`src/rtl/capture_controller_pkg.sv`:
```
// Pixel sensor configuration shared by the capture sequencer and its row streamer:
// array geometry, phase timing defaults, FSM state encoding and sizing helpers.
package capture_controller_pkg;

  localparam int PIXEL_ARRAY_HEIGHT = 4;
  localparam int PIXEL_ARRAY_WIDTH  = 4;
  localparam int PIXEL_BITS         = 8;
  localparam int ERASE_TIME         = 5;
  localparam int TIME_BITS          = 10;

  typedef enum logic [2:0] {
    IDLE    = 3'd0,
    ERASE   = 3'd1,
    EXPOSE  = 3'd2,
    CONVERT = 3'd3,
    LATCH   = 3'd4,
    STREAM  = 3'd5
  } capture_state_t;

  function automatic int index_width(input int n);
    return (n > 32'sd1) ? $clog2(n) : 32'sd1;
  endfunction

  // Wide enough for the longest phase: erase, max expose, or a full ramp.
  function automatic int phase_counter_width(input int erase_time, input int time_bits,
                                             input int pixel_bits);
    int longest_s;
    int expose_max_s;
    int ramp_len_s;
    expose_max_s = (32'sd1 << time_bits) - 32'sd1;
    ramp_len_s   = 32'sd1 << pixel_bits;
    longest_s    = erase_time;
    longest_s    = (expose_max_s > longest_s) ? expose_max_s : longest_s;
    longest_s    = (ramp_len_s > longest_s) ? ramp_len_s : longest_s;
    return $clog2(longest_s + 32'sd1);
  endfunction

endpackage

```
`src/rtl/capture_controller_row_streamer.sv`:
```
// Row buffer and column sequencer: captures one row on load, then presents one
// pixel per valid/ready handshake with registered data and frame markers.
module capture_controller_row_streamer #(
  parameter int PIXEL_ARRAY_WIDTH = capture_controller_pkg::PIXEL_ARRAY_WIDTH,
  parameter int PIXEL_BITS        = capture_controller_pkg::PIXEL_BITS
) (
  input  logic                                  CLK,
  input  logic                                  RESET,
  input  logic                                  load,
  input  logic                                  first_row,
  input  logic                                  last_row,
  input  logic [PIXEL_ARRAY_WIDTH*PIXEL_BITS-1:0] ROW_DATA,
  input  logic                                  OUT_READY,
  output logic [PIXEL_BITS-1:0]                 OUT_DATA,
  output logic                                  OUT_VALID,
  output logic                                  OUT_FIRST,
  output logic                                  OUT_LAST,
  output logic                                  row_done
);
  import capture_controller_pkg::*;

  localparam int COL_BITS = index_width(PIXEL_ARRAY_WIDTH);
  localparam logic [COL_BITS-1:0] COL_LAST = COL_BITS'(PIXEL_ARRAY_WIDTH - 1);

  logic [PIXEL_ARRAY_WIDTH*PIXEL_BITS-1:0] buffer_r;
  logic [COL_BITS-1:0]                     col_r;
  logic [COL_BITS-1:0]                     col_next_s;
  logic                                    last_row_r;
  logic                                    handshake_s;

  assign handshake_s = OUT_VALID & OUT_READY;
  assign row_done    = handshake_s & (col_r == COL_LAST);
  assign col_next_s  = col_r + 1'b1;

  // Buffer capture on load; column advance and output update only on handshake.
  always_ff @(posedge CLK) begin
    if (RESET) begin
      buffer_r   <= '0;
      col_r      <= '0;
      last_row_r <= 1'b0;
      OUT_DATA   <= '0;
      OUT_VALID  <= 1'b0;
      OUT_FIRST  <= 1'b0;
      OUT_LAST   <= 1'b0;
    end else if (load) begin
      buffer_r   <= ROW_DATA;
      col_r      <= '0;
      last_row_r <= last_row;
      OUT_DATA   <= ROW_DATA[PIXEL_BITS-1:0];
      OUT_VALID  <= 1'b1;
      OUT_FIRST  <= first_row;
      OUT_LAST   <= last_row & (COL_LAST == '0);
    end else if (handshake_s) begin
      if (col_r == COL_LAST) begin
        col_r     <= '0;
        OUT_DATA  <= '0;
        OUT_VALID <= 1'b0;
        OUT_FIRST <= 1'b0;
        OUT_LAST  <= 1'b0;
      end else begin
        col_r     <= col_next_s;
        OUT_DATA  <= buffer_r[int'(col_next_s) * PIXEL_BITS +: PIXEL_BITS];
        OUT_FIRST <= 1'b0;
        OUT_LAST  <= last_row_r & (col_next_s == COL_LAST);
      end
    end else begin
      col_r <= col_r;
    end
  end

endmodule

```
`src/rtl/capture_controller.sv`:
```
// Frame sequencer: on request runs erase, expose, ramp convert and row-by-row
// readout; all outputs are registered from the next-state decode.
module capture_controller #(
  parameter int PIXEL_ARRAY_HEIGHT = capture_controller_pkg::PIXEL_ARRAY_HEIGHT,
  parameter int PIXEL_ARRAY_WIDTH  = capture_controller_pkg::PIXEL_ARRAY_WIDTH,
  parameter int PIXEL_BITS         = capture_controller_pkg::PIXEL_BITS,
  parameter int ERASE_TIME         = capture_controller_pkg::ERASE_TIME,
  parameter int TIME_BITS          = capture_controller_pkg::TIME_BITS
) (
  input  logic                                    CLK,
  input  logic                                    RESET,
  input  logic                                    START,
  input  logic                                    CONTINUOUS,
  input  logic [TIME_BITS-1:0]                    EXPOSE_TIME,
  output logic                                    BUSY,
  output logic                                    PIXEL_ERASE,
  output logic                                    PIXEL_EXPOSE,
  output logic                                    PIXEL_ANALOG_RAMP_EN,
  output logic [PIXEL_BITS-1:0]                   PIXEL_CONVERT_COUNTER,
  output logic [PIXEL_ARRAY_HEIGHT-1:0]           SENSOR_ROW_SELECT,
  input  logic [PIXEL_ARRAY_WIDTH*PIXEL_BITS-1:0] ROW_DATA,
  output logic [PIXEL_BITS-1:0]                   OUT_DATA,
  output logic                                    OUT_VALID,
  input  logic                                    OUT_READY,
  output logic                                    OUT_FIRST,
  output logic                                    OUT_LAST,
  output logic                                    FRAME_DONE
);
  import capture_controller_pkg::*;

  localparam int CNT_BITS = phase_counter_width(ERASE_TIME, TIME_BITS, PIXEL_BITS);
  localparam int ROW_BITS = index_width(PIXEL_ARRAY_HEIGHT);

  localparam logic [2:0] S_IDLE    = IDLE;
  localparam logic [2:0] S_ERASE   = ERASE;
  localparam logic [2:0] S_EXPOSE  = EXPOSE;
  localparam logic [2:0] S_CONVERT = CONVERT;
  localparam logic [2:0] S_LATCH   = LATCH;
  localparam logic [2:0] S_STREAM  = STREAM;

  localparam logic [CNT_BITS-1:0] ERASE_LAST   = CNT_BITS'(ERASE_TIME - 32'sd1);
  localparam logic [CNT_BITS-1:0] CONVERT_LAST = CNT_BITS'((32'sd1 << PIXEL_BITS) - 32'sd1);
  localparam logic [ROW_BITS-1:0] ROW_LAST     = ROW_BITS'(PIXEL_ARRAY_HEIGHT - 32'sd1);

  logic [2:0]                    state_r, state_s;
  logic [CNT_BITS-1:0]           cnt_r, cnt_s;
  logic [ROW_BITS-1:0]           row_r, row_s;
  logic [TIME_BITS-1:0]          expose_len_r, expose_len_s, expose_norm_s;
  logic [CNT_BITS-1:0]           expose_last_s;
  logic [PIXEL_ARRAY_HEIGHT-1:0] row_onehot_s;
  logic                          done_s;
  logic                          row_done_s;

  // A zero exposure request still exposes for one cycle.
  assign expose_norm_s = (EXPOSE_TIME == '0) ? TIME_BITS'(32'd1) : EXPOSE_TIME;
  assign expose_last_s = CNT_BITS'(expose_len_r) - CNT_BITS'(32'd1);

  // Next-state, phase counter and row index decode.
  always_comb begin
    state_s      = state_r;
    cnt_s        = cnt_r;
    row_s        = row_r;
    expose_len_s = expose_len_r;
    done_s       = 1'b0;
    case (state_r)
      S_IDLE: begin
        if (START) begin
          state_s      = S_ERASE;
          cnt_s        = '0;
          expose_len_s = expose_norm_s;
        end else begin
          state_s = S_IDLE;
        end
      end
      S_ERASE: begin
        if (cnt_r == ERASE_LAST) begin
          state_s = S_EXPOSE;
          cnt_s   = '0;
        end else begin
          cnt_s = cnt_r + 1'b1;
        end
      end
      S_EXPOSE: begin
        if (cnt_r == expose_last_s) begin
          state_s = S_CONVERT;
          cnt_s   = '0;
        end else begin
          cnt_s = cnt_r + 1'b1;
        end
      end
      S_CONVERT: begin
        if (cnt_r == CONVERT_LAST) begin
          state_s = S_LATCH;
          cnt_s   = '0;
          row_s   = '0;
        end else begin
          cnt_s = cnt_r + 1'b1;
        end
      end
      S_LATCH: begin
        state_s = S_STREAM;
      end
      S_STREAM: begin
        if (row_done_s) begin
          if (row_r == ROW_LAST) begin
            done_s = 1'b1;
            row_s  = '0;
            if (CONTINUOUS) begin
              state_s      = S_ERASE;
              cnt_s        = '0;
              expose_len_s = expose_norm_s;
            end else begin
              state_s = S_IDLE;
            end
          end else begin
            state_s = S_LATCH;
            row_s   = row_r + 1'b1;
          end
        end else begin
          state_s = S_STREAM;
        end
      end
      default: begin
        state_s = S_IDLE;
        cnt_s   = '0;
        row_s   = '0;
      end
    endcase
  end

  // One-hot row select for the row the next cycle will address.
  always_comb begin
    row_onehot_s        = '0;
    row_onehot_s[row_s] = 1'b1;
  end

  // State, counters and registered phase outputs.
  always_ff @(posedge CLK) begin
    if (RESET) begin
      state_r               <= S_IDLE;
      cnt_r                 <= '0;
      row_r                 <= '0;
      expose_len_r          <= '0;
      BUSY                  <= 1'b0;
      PIXEL_ERASE           <= 1'b0;
      PIXEL_EXPOSE          <= 1'b0;
      PIXEL_ANALOG_RAMP_EN  <= 1'b0;
      PIXEL_CONVERT_COUNTER <= '0;
      SENSOR_ROW_SELECT     <= '0;
      FRAME_DONE            <= 1'b0;
    end else begin
      state_r               <= state_s;
      cnt_r                 <= cnt_s;
      row_r                 <= row_s;
      expose_len_r          <= expose_len_s;
      BUSY                  <= (state_s != S_IDLE);
      PIXEL_ERASE           <= (state_s == S_ERASE);
      PIXEL_EXPOSE          <= (state_s == S_EXPOSE);
      PIXEL_ANALOG_RAMP_EN  <= (state_s == S_CONVERT);
      PIXEL_CONVERT_COUNTER <= (state_s == S_CONVERT) ? cnt_s[PIXEL_BITS-1:0] : '0;
      SENSOR_ROW_SELECT     <= ((state_s == S_LATCH) || (state_s == S_STREAM)) ? row_onehot_s : '0;
      FRAME_DONE            <= done_s;
    end
  end

  capture_controller_row_streamer #(
    .PIXEL_ARRAY_WIDTH (PIXEL_ARRAY_WIDTH),
    .PIXEL_BITS        (PIXEL_BITS)
  ) u_row_streamer (
    .CLK       (CLK),
    .RESET     (RESET),
    .load      (state_r == S_LATCH),
    .first_row (row_r == '0),
    .last_row  (row_r == ROW_LAST),
    .ROW_DATA  (ROW_DATA),
    .OUT_READY (OUT_READY),
    .OUT_DATA  (OUT_DATA),
    .OUT_VALID (OUT_VALID),
    .OUT_FIRST (OUT_FIRST),
    .OUT_LAST  (OUT_LAST),
    .row_done  (row_done_s)
  );

endmodule

```
`config.mk`:
```
export PLATFORM = sky130hd
export DESIGN_NAME = capture_controller
export DESIGN_NICKNAME = d
export VERILOG_FILES = /design/src/rtl/capture_controller_pkg.sv /design/src/rtl/capture_controller_row_streamer.sv /design/src/rtl/capture_controller.sv
export SDC_FILE = /design/constraint.sdc
export NUM_CORES = 1
export LEC_CHECK = 0
export BUFFER_PORTS_ARGS = -buffer_cell sky130_fd_sc_hd__buf_2
export CAP_MARGIN = 10
export CORE_MARGIN = 5
export CORE_UTILIZATION = 55
export CTS_CLUSTER_DIAMETER = 150
export CTS_CLUSTER_SIZE = 8
export DETAILED_ROUTE_END_ITERATION = 10
export PLACE_DENSITY = 0.79
export SYNTH_ARGS = -nofsm -noshare
export SYNTH_HDL_FRONTEND = slang
export SYNTH_SLANG_ARGS = --single-unit
```
`constraint.sdc`:
```
create_clock -name CLK -period 2.95 [get_ports CLK]
set_input_delay 0 -clock CLK [delete_from_list [all_inputs] [get_ports CLK]]
set_output_delay 0 -clock CLK [all_outputs]
set_load 0.005 [all_outputs]
```
==> out/results.ini <==
[run_status]
status=finished with violations
violations=hold timing

[synth]
syn_avg_cell_area_um2=8.37
syn_area_um2=4180
yosysSeqAreaShare_pct=42.2
synth.largest_area_cell=dfxtp_1
synth_edf_count=0
synth_fa_ha_area_share_pct=2.10
synthArstFlopShare_pct=0
ys.flop_type=dfxtp_1
ys_warn_count=0
yosys-top-cells-area=dfxtp_1 (42%), nand2_1 (9.3%), a21oi_1 (7.3%)
synth_xor_area_share_pct=2.31
synth_mux_area_share_pct=7.25
synth.distinct_cells=57
yosysTopAreaCellShare_pct=42.2
synth_compound_area_share_pct=16.7
synth_simple_gate_area_share_pct=24.6
synth_top_family_by_area=simple AND/OR/NAND/NOR gates
syn_nets=553
syn-instance-count=499
ys_seq_elements=88

[cts]
cts_max_path_buffers=2
cts_hold_buf=43
clkTransAtPathRegs_ns=0.09
htreeDepth=3
cts_made_buffers=9
clk_latency_ns=0.36
clock_tree.root_cell=clkbuf_8
post_cts_resized=0
post-cts-setup-buffers=0
cts_tree=built
clock_sinks=88

[final_layout]
syn2layout_area_growth_pct=24.7
drive_above_1_share_pct=19.3
diodes=0
n_fill_cell=562
finalNetCount=654

[place]
port-buffer-count=74
hpwlAfterDp_mm=6.72
gp_congestion=0.860

[floorplanning]
ios=75
start_util_pct=57.0
die_area_um2=9440
core_area_um2=7330
num_rows=31
die_w_um=97.1
die_h_um=97.1

[timing]
setup_violations=0
finalCritPeriodShare_pct=80.3
rsz0062_at_grt=no
max_slew_margin_pct=56.0
finClkSkew_ns=0.00775
report.final.slew_viol_count=0
hold-worst-slack_ns=-0.00214
fin_crit_ns=2.37
worst_slew_pin_slew_ns=0.657
tns_ns=0
timing.fmax_mhz=422
finalHoldViolations=1

[pwr]
powerDensity_nw_per_um2=450
ir_drop_v=0.000248
leakagePower_uw=0.00211
total_power_uw=2340

[routing]
dr_total_vias=3880
wl_per_cell_um=14.7
vias_per_cell=5.51
remaining_drc_errors=0
dr.pass1.iters=4
drtAntennaViolNets=0
drt_iter0_drc=196
wl_mm=10.4

[setup_path]
required_ns=3.20
startpoint_type=flop
cp_max_fo=12
slowest_stage=or3_4
regToRegSetupSlack_ns=0.58
timing.rr.end=PIXEL_CONVERT_COUNTER[4]
cp.arrival_ns=2.62
r2r_cells=9
cp_slowest_stage_delay_ns=0.44
crit_path_end_kind=flop
reg2reg_from=expose_len_r[0]
crit_chain=inv_1, ha_1, nor2b_1, nand3_1, nor4_1, o32ai_1, or3_4, o211ai_2, nor3_1
critical_path_class=flop to flop

[worst_hold_path]
hold_path_end=u_row_streamer.OUT_VALID
whs_path_depth=4
hold_class=input port to flop
worstHoldStart=OUT_READY

[global_routing]
grt_use_met1_pct=27.2
first_global_vias=3858
antenna_found_initial=0
grt.busiest_layer=met2
grt_max_degree=52
grt_overflow=0
grt_use_met3_pct=4.24
grt_use_total_pct=22.3
grt_pass1_wl_mm=17.7
met2_usage_pct=39.2

[run]
maxCapViolCount=0

metrics by stage:
step	hold slack, ns	setup slack, ns	std cells	utilization (%)	instance area [um^2]
detailed placement	0.245	0.581	645	62.2	4560
finish	-0.00214	0.580	704	71.0	5210
global route	0.0392	0.372	704	71.0	5210
global placement	0.241	0.643	645	62.2	4560
CTS	0.00491	0.572	704	71.0	5210
floorplan	0.136	0.518	499	-	4180
layout make-up:
class | count | area (um^2) | area share [%]
clock buffer | 10 | 138 | 2.64
timing repair buffer | 123 | 846 | 16.2
tap | 99 | 124 | 2.38
clock inverter | 6 | 75.1 | 1.44
multi-input combinational | 365 | 2210 | 42.5
sequential | 88 | 1760 | 33.8
inverter | 13 | 48.8 | 0.937
critical path, delay by kind of cell (launching register included):
kind,cells,cell delay [ns]
AO/OA/AOI/OAI,2,0.39
adder cells (fa/ha/maj),1,0.24
AND/OR/NAND/NOR,5,1.21
buffers and inverters,1,0.07
flip-flops,1,0.36
metal layers:
layer / part of all wire (%) / vias up / routed length [um]
met3: 6.1 / 18 / 628
met1: 42 / 1807 / 4380
li1: - / 1933 / -
met4: 1.4 / 0 / 148
met5: 0 / - / 0
met2: 50 / 122 / 5200
worst max path at each step:
stage / startpoint / to / cells past startpoint
finish: expose_len_r[0] / PIXEL_CONVERT_COUNTER[4] / 9
global route: expose_len_r[0] / PIXEL_CONVERT_COUNTER[5] / 9
CTS: expose_len_r[0] / PIXEL_CONVERT_COUNTER[4] / 9
detailed placement: expose_len_r[0] / PIXEL_CONVERT_COUNTER[4] / 9
global placement: expose_len_r[0] / PIXEL_CONVERT_COUNTER[3] / 9
floorplan: u_row_streamer.col_r[0] / u_row_streamer.OUT_DATA[1] / 8
sequential cells by signal, indices dropped and copies added, names as in the netlist:
signal and flops:
BUSY 1, FRAME_DONE 1, PIXEL_ANALOG_RAMP_EN 1, PIXEL_CONVERT_COUNTER 8, PIXEL_ERASE 1, PIXEL_EXPOSE 1
SENSOR_ROW_SELECT 4, cnt_r 10, expose_len_r 10, row_r 2, state_r 3, u_row_streamer.OUT_DATA 8
u_row_streamer.OUT_FIRST 1, u_row_streamer.OUT_LAST 1, u_row_streamer.OUT_VALID 1, u_row_streamer.buffer_r 32, u_row_streamer.col_r 2, u_row_streamer.last_row_r 1
Yosys cell counts (2+ instances only):
cell type  instances
a31oi_1            4
a22oi_1            2
o21bai_1           2
xnor2_1            6
buf_6              3
nor4_1             2
mux2i_1           10
nand3b_1           3
nor3b_1            4
and4_1             3
buf_1              2
and3b_1            2
clkbuf_1          21
a22o_1             8
nand4_1            4
nand3_1           15
mux4_2             8
nor3_1            12
or2_2              2
ha_1               7
a21o_1             2
dfxtp_1           88
a211oi_1           2
or3_1              2
o2111ai_1          2
o211ai_1           2
xor2_1             5
nand2_1          103
a21oi_1           61
nor2b_1            6
o32ai_1            2
and3_1             7
inv_1             13
o21ai_0           10
buf_2              6
nor2_1            44
a221o_1            2
and2_1             3
placed cells by master, fill, tap and decap left out, drive strengths merged, types with 5 or more instances in the layout:
cell type    netlist  layout
nor2b              6       6
buf               11      80
dfxtp             88      88
nand3             15      15
nor3              13      13
mux4               8       8
nor2              44      44
clkbuf            22      10
xnor2              6       6
mux2i             11      11
nand2            103     103
ha                 7       7
o21ai             11      11
and3               7       7
dlygate4sd3        0      43
inv               13      15
xor2               5       5
a22o               8       8
a21oi             61      61
cells by family after synthesis:
family / count (synthesis)
adders and majority gates: 7
muxes: 19
buffers and inverters: 46
and+or+nand+nor: 219
xor gates and xnor gates: 11
AOI/OAI and AO/OA: 109
DFF: 88
power breakdown:
| group | internal (uW) | switching [uW] |
|---|---|---|
| clock network | 426 | 457 |
| registers | 1200 | 25.1 |
| logic | 124 | 111 |
| total | 1750 | 593 |
(Power assumes the default switching activity.)
